### config.mk
export PLATFORM = sky130hd
export DESIGN_NAME = id_ex_register
export DESIGN_NICKNAME = d
export VERILOG_FILES = /design/src/rtl/id_ex_register.sv
export SDC_FILE = /design/constraint.sdc
export NUM_CORES = 1
export LEC_CHECK = 0
export CAP_MARGIN = 20
export CORE_ASPECT_RATIO = 1.25
export CORE_MARGIN = 4
export CORE_UTILIZATION = 45
export CTS_BUF_LIST = sky130_fd_sc_hd__clkbuf_2
export DETAILED_ROUTE_END_ITERATION = 16
export GPL_ROUTABILITY_DRIVEN = 0
export MAX_ROUTING_LAYER = met4
export PLACE_DENSITY = 0.95
export SLEW_MARGIN = 20
export SYNTH_ARGS = -nofsm -noshare
export SYNTH_HDL_FRONTEND = slang
export SYNTH_SLANG_ARGS = --single-unit
### constraint.sdc
create_clock -name clk -period 1.78 [get_ports clk]
set_input_delay 0.178 -clock clk [delete_from_list [all_inputs] [get_ports clk]]
set_output_delay 0.178 -clock clk [all_outputs]
set_load 0.01 [all_outputs]
### src/rtl/id_ex_register.sv
// ID/EX pipeline register with Hold/Flush control and optional load-use detection.
// Define HAZARD_DETECT_EN to enable load-use stall generation and bubble insertion.
module id_ex_register #(
    parameter int DATA_W = 32
) (
    input  logic              clk,
    input  logic              rst_n,
    input  logic              RegDst,
    input  logic              ALUSrc,
    input  logic              MemtoReg,
    input  logic              RegWrite,
    input  logic              MemRead,
    input  logic              MemWrite,
    input  logic              Branch,
    input  logic              Jump,
    input  logic              JAL,
    input  logic [1:0]        ALUOp,
    input  logic [DATA_W-1:0] ReadData1,
    input  logic [DATA_W-1:0] ReadData2,
    input  logic [DATA_W-1:0] SignExtImm,
    input  logic [DATA_W-1:0] PCPlus4,
    input  logic [4:0]        Rs,
    input  logic [4:0]        Rt,
    input  logic [4:0]        Rd,
    input  logic [5:0]        Funct,
    input  logic              Flush,
    input  logic              Hold,
    output logic              EX_RegDst,
    output logic              EX_ALUSrc,
    output logic              EX_MemtoReg,
    output logic              EX_RegWrite,
    output logic              EX_MemRead,
    output logic              EX_MemWrite,
    output logic              EX_Branch,
    output logic              EX_Jump,
    output logic              EX_JAL,
    output logic [1:0]        EX_ALUOp,
    output logic [DATA_W-1:0] EX_ReadData1,
    output logic [DATA_W-1:0] EX_ReadData2,
    output logic [DATA_W-1:0] EX_SignExtImm,
    output logic [DATA_W-1:0] EX_PCPlus4,
    output logic [4:0]        EX_Rs,
    output logic [4:0]        EX_Rt,
    output logic [4:0]        EX_Rd,
    output logic [5:0]        EX_Funct,
    output logic              EX_Valid,
    output logic              LoadUseStall
);

    typedef struct packed {
        logic              reg_dst;
        logic              alu_src;
        logic              mem_to_reg;
        logic              reg_write;
        logic              mem_read;
        logic              mem_write;
        logic              branch;
        logic              jump;
        logic              jal;
        logic [1:0]        alu_op;
        logic [DATA_W-1:0] rd1;
        logic [DATA_W-1:0] rd2;
        logic [DATA_W-1:0] imm;
        logic [DATA_W-1:0] pc4;
        logic [4:0]        rs;
        logic [4:0]        rt;
        logic [4:0]        rd;
        logic [5:0]        funct;
    } id_ex_t;

    id_ex_t r_ex;
    logic   r_valid;
    id_ex_t w_id;
    logic   w_hazard;
    logic   w_bubble;

    assign w_id = '{
        reg_dst:    RegDst,
        alu_src:    ALUSrc,
        mem_to_reg: MemtoReg,
        reg_write:  RegWrite,
        mem_read:   MemRead,
        mem_write:  MemWrite,
        branch:     Branch,
        jump:       Jump,
        jal:        JAL,
        alu_op:     ALUOp,
        rd1:        ReadData1,
        rd2:        ReadData2,
        imm:        SignExtImm,
        pc4:        PCPlus4,
        rs:         Rs,
        rt:         Rt,
        rd:         Rd,
        funct:      Funct
    };

`ifdef HAZARD_DETECT_EN
    // Rt of the consumer only matters when it is actually read as a source.
    assign w_hazard = r_valid && r_ex.mem_read && (r_ex.rt != 5'd0) &&
                      ((r_ex.rt == Rs) ||
                       ((r_ex.rt == Rt) && (RegDst || Branch || MemWrite)));
`else
    assign w_hazard = 1'b0;
`endif

    assign LoadUseStall = w_hazard && !Flush && !Hold;
    assign w_bubble     = Flush || LoadUseStall;

    always_ff @(posedge clk or negedge rst_n) begin
        if (!rst_n) begin
            r_ex    <= '0;
            r_valid <= 1'b0;
        end else if (!Hold) begin
            if (w_bubble) begin
                r_ex    <= '0;
                r_valid <= 1'b0;
            end else begin
                r_ex    <= w_id;
                r_valid <= 1'b1;
            end
        end
    end

    assign EX_RegDst     = r_ex.reg_dst;
    assign EX_ALUSrc     = r_ex.alu_src;
    assign EX_MemtoReg   = r_ex.mem_to_reg;
    assign EX_RegWrite   = r_ex.reg_write;
    assign EX_MemRead    = r_ex.mem_read;
    assign EX_MemWrite   = r_ex.mem_write;
    assign EX_Branch     = r_ex.branch;
    assign EX_Jump       = r_ex.jump;
    assign EX_JAL        = r_ex.jal;
    assign EX_ALUOp      = r_ex.alu_op;
    assign EX_ReadData1  = r_ex.rd1;
    assign EX_ReadData2  = r_ex.rd2;
    assign EX_SignExtImm = r_ex.imm;
    assign EX_PCPlus4    = r_ex.pc4;
    assign EX_Rs         = r_ex.rs;
    assign EX_Rt         = r_ex.rt;
    assign EX_Rd         = r_ex.rd;
    assign EX_Funct      = r_ex.funct;
    assign EX_Valid      = r_valid;

endmodule
==> results.py <==
metrics = {
    "layout": {
        "nFillCells": 642,
        "ff_latch_area_mm2": 0.00403,
        "drive_gt1_share_pct": 9.13,
        "multi_input_area_mm2": 0.00241,
        "nNetsFinal": 1411,
        "fin_area_mm2": 0.0125,
        "final_cells": 1446,
        "syn2layout_area_growth_pct": 84.5,
    },
    "cts": {
        "clock_path_buffers": 2,
        "numCtsBuffers": 17,
        "htreeDepth": 4,
        "cts.sinks": 161,
        "clkLatencyLatePin_ns": 0.76,
        "clk_pin_slew_ns": 0.25,
        "tritoncts": "built",
        "cts-root-buf": "clkbuf_2",
    },
    "floorplanning": {
        "start_util_pct": 46.5,
        "dieHeight_um": 145,
        "pin_count": 326,
        "core_area_mm2": 0.0146,
        "rows": 49,
        "dieArea_mm2": 0.0171,
        "die_x_um": 118,
    },
    "pwr": {
        "leakagePower_uw": 0.00595,
        "ir_worst_vdd_v": 0.000421,
        "power_density_mw_per_mm2": 677,
    },
    "sta": {
        "fin_crit_sh_pct": 98.1,
        "finalCriticalPeriod_ns": 1.75,
        "finClkSkew_ns": 0,
        "finalSetupViolations": 0,
        "hold_violations": 0,
        "slew_headroom_pct": 60.6,
        "setup_tns_ns": 0,
        "max_freq_mhz": 573,
        "slew_violations": 0,
        "worstMarginPinSlew_ns": 0.591,
    },
    "drt": {
        "via_count": 7892,
        "vias_per_cell": 5.46,
        "ant_nets": 0,
        "dr.pass1.iters": 5,
        "drc": 0,
        "wl_per_cell_um": 22.5,
        "wl_um": 32500,
        "drt_iter0_markers": 725,
    },
    "setup_path": {
        "critical_path_required_ns": 1.60,
        "cpPeakStageDelay_ns": 0.50,
        "crit_type": "flip-flop to output port",
        "r2r-start": "EX_ReadData2[5]",
        "cp_max_fo": 2,
        "r2r_end": "EX_ReadData2[5]",
        "critPathLaunchType": "flip-flop",
        "end_kind": "output port",
        "worstPathArrival_ns": 1.57,
        "worst-path-buf-inv": 1,
        "cp_slowest_cell": "dfrtp_1",
        "r2r_cells": 4,
        "critical_path.top_delay_family": "flip-flops",
        "ff2ff_setup_slack_ns": 0.32,
        "critical_path.cell_chain": "dlygate4sd2_1",
    },
    "grt": {
        "grt_remaining_overflow": 0,
        "grt.total_usage_pct": 36.1,
        "grt_pass1_wl_um": 46800,
        "grt_max_degree": 91,
        "grt_pass1_vias": 8329,
        "antenna_found_initial": 7,
    },
    "synth": {
        "syn_nets": 860,
        "yosys.area.top_type": "dfrtp_1",
        "synth.area.top_cells": "dfrtp_1 59%, nand2b_1 15%, nand2_1 8.8%",
        "synth_area_mm2": 0.00678,
        "synth_seq_area_share_pct": 59.4,
        "syn_inst": 696,
        "avgSynthCellArea_um2": 9.75,
        "synth_top_area_share_pct": 59.4,
        "yosysWarnings": 0,
        "synth-seq-cells": 161,
        "ys_types": 14,
    },
    "placed_design": {
        "io_buffers": 324,
        "placed_cells": 1160,
        "hpwlAfterDp_um": 15300,
        "place_area_mm2": 0.0101,
    },
    "outcome": {
        "status": "finished, final reports clean",
    },
    "run": {
        "max_cap_violations": 0,
    },
    "hold_path": {
        "hold_path_class": "input pin to flip-flop",
        "holdPathEnd": "EX_SignExtImm[7]",
        "holdPathStages": 3,
        "min_from": "SignExtImm[7]",
    },
}
## logic make-up after synthesis
| family | synth area share, % |
|---|---|
| DFF | 59.4 |
| buffers and inverters | 5.05 |
| AOI/OAI and AO/OA | 12.0 |
| and+or+nand+nor | 23.5 |
| other | 0.0553 |
## synth_stat cells
cell type	count
buf_6	12
o21ai_0	45
clkbuf_2	1
nor2_1	1
dfrtp_1	161
a21o_1	1
conb_1	1
buf_4	3
o21ai_1	114
nand2b_1	159
clkbuf_1	8
buf_2	30
nand2_1	159
a22o_1	1
## cell type report
cell class / instances / area share [%]
multi-input cells: 481 / 19.3
flip-flops and latches: 161 / 32.2
clock buffers: 19 / 0.760
diodes: 8 / 0.160
repair buffers: 586 / 44.7
well taps: 178 / 1.78
clock inverters: 13 / 1.10
## sequential cells by signal, indices dropped and copies added (netlist names)
name,count
EX_JAL,1
EX_Valid,1
EX_RegWrite,1
EX_PCPlus4,32
EX_Jump,1
EX_Rt,5
EX_ALUOp,2
EX_Funct,6
EX_SignExtImm,32
EX_Branch,1
EX_MemRead,1
EX_Rs,5
EX_ALUSrc,1
EX_ReadData1,32
EX_ReadData2,32
EX_MemtoReg,1
EX_MemWrite,1
EX_Rd,5
EX_RegDst,1
## cell usage in the layout, fill, tap and decap left out, drive strengths merged
master	n
dlygate4sd3	182
dfrtp	161
clkdlybuf4s50	160
nand2b	159
nand2	159
o21ai	159
dlygate4sd2	128
buf	82
clkdlybuf4s15	31
clkbuf	22
diode	8
clkinv	5
clkinvlp	4
bufinv	2
inv	2
nor2	1
a21o	1
a22o	1
conb	1
## layer usage
metal  vias to the layer above  part of all wire, %  track usage (%)
met3                       194                  7.5             8.25
met1                      3784                   33             37.5
met5                         -                    0                -
met4                         0                  7.7             21.2
met2                       584                   52             62.3
li1                       3330                    -                -
## through the flow
step	total power [uW]	setup WS (ns)	util [%]	hold slack, ns
floorplan	4760	0.897	-	-0.118
global placement	5870	0.552	69.4	0.168
detailed placement	5940	0.474	69.4	0.171
CTS	8110	0.0471	84.1	0.00131
global route	8790	-0.0534	85.7	0.0217
finish	8480	0.0340	85.8	0.0718
## power breakdown
part,internal [uW],total (uW),switching [uW],leakage (uW)
logic,1240,2250,1010,0.00372
registers,3940,4150,205,0.00210
clock network,653,2080,1430,0.000132
total,5830,8480,2640,0.00595
## worst max path at each step
stage	startpoint	endpoint	slack [ns]	cells past startpoint
2_1_floorplan	Hold	EX_Valid	0.90	4
3_3_place_gp	Hold	EX_PCPlus4[1]	0.55	3
3_5_place_dp	Hold	EX_PCPlus4[16]	0.47	4
4_1_cts	EX_ReadData1[17]	EX_ReadData1[17]	0.05	1
5_1_grt	EX_ReadData1[4]	EX_ReadData1[4]	-0.05	1
6_report	EX_ReadData1[4]	EX_ReadData1[4]	0.03	1
## what timing repair did
item                                    in CTS  in global routing
gates cloned                                 0                  0
pin swaps                                    0                  0
buffers inserted                            39                 25
endpoints found under the setup margin     161                 50
resized for setup                          161                 35
endpoints found under the hold margin      321                  1
hold buffers                               181                  1
Note: power is estimated with default switching activity, not from simulation.
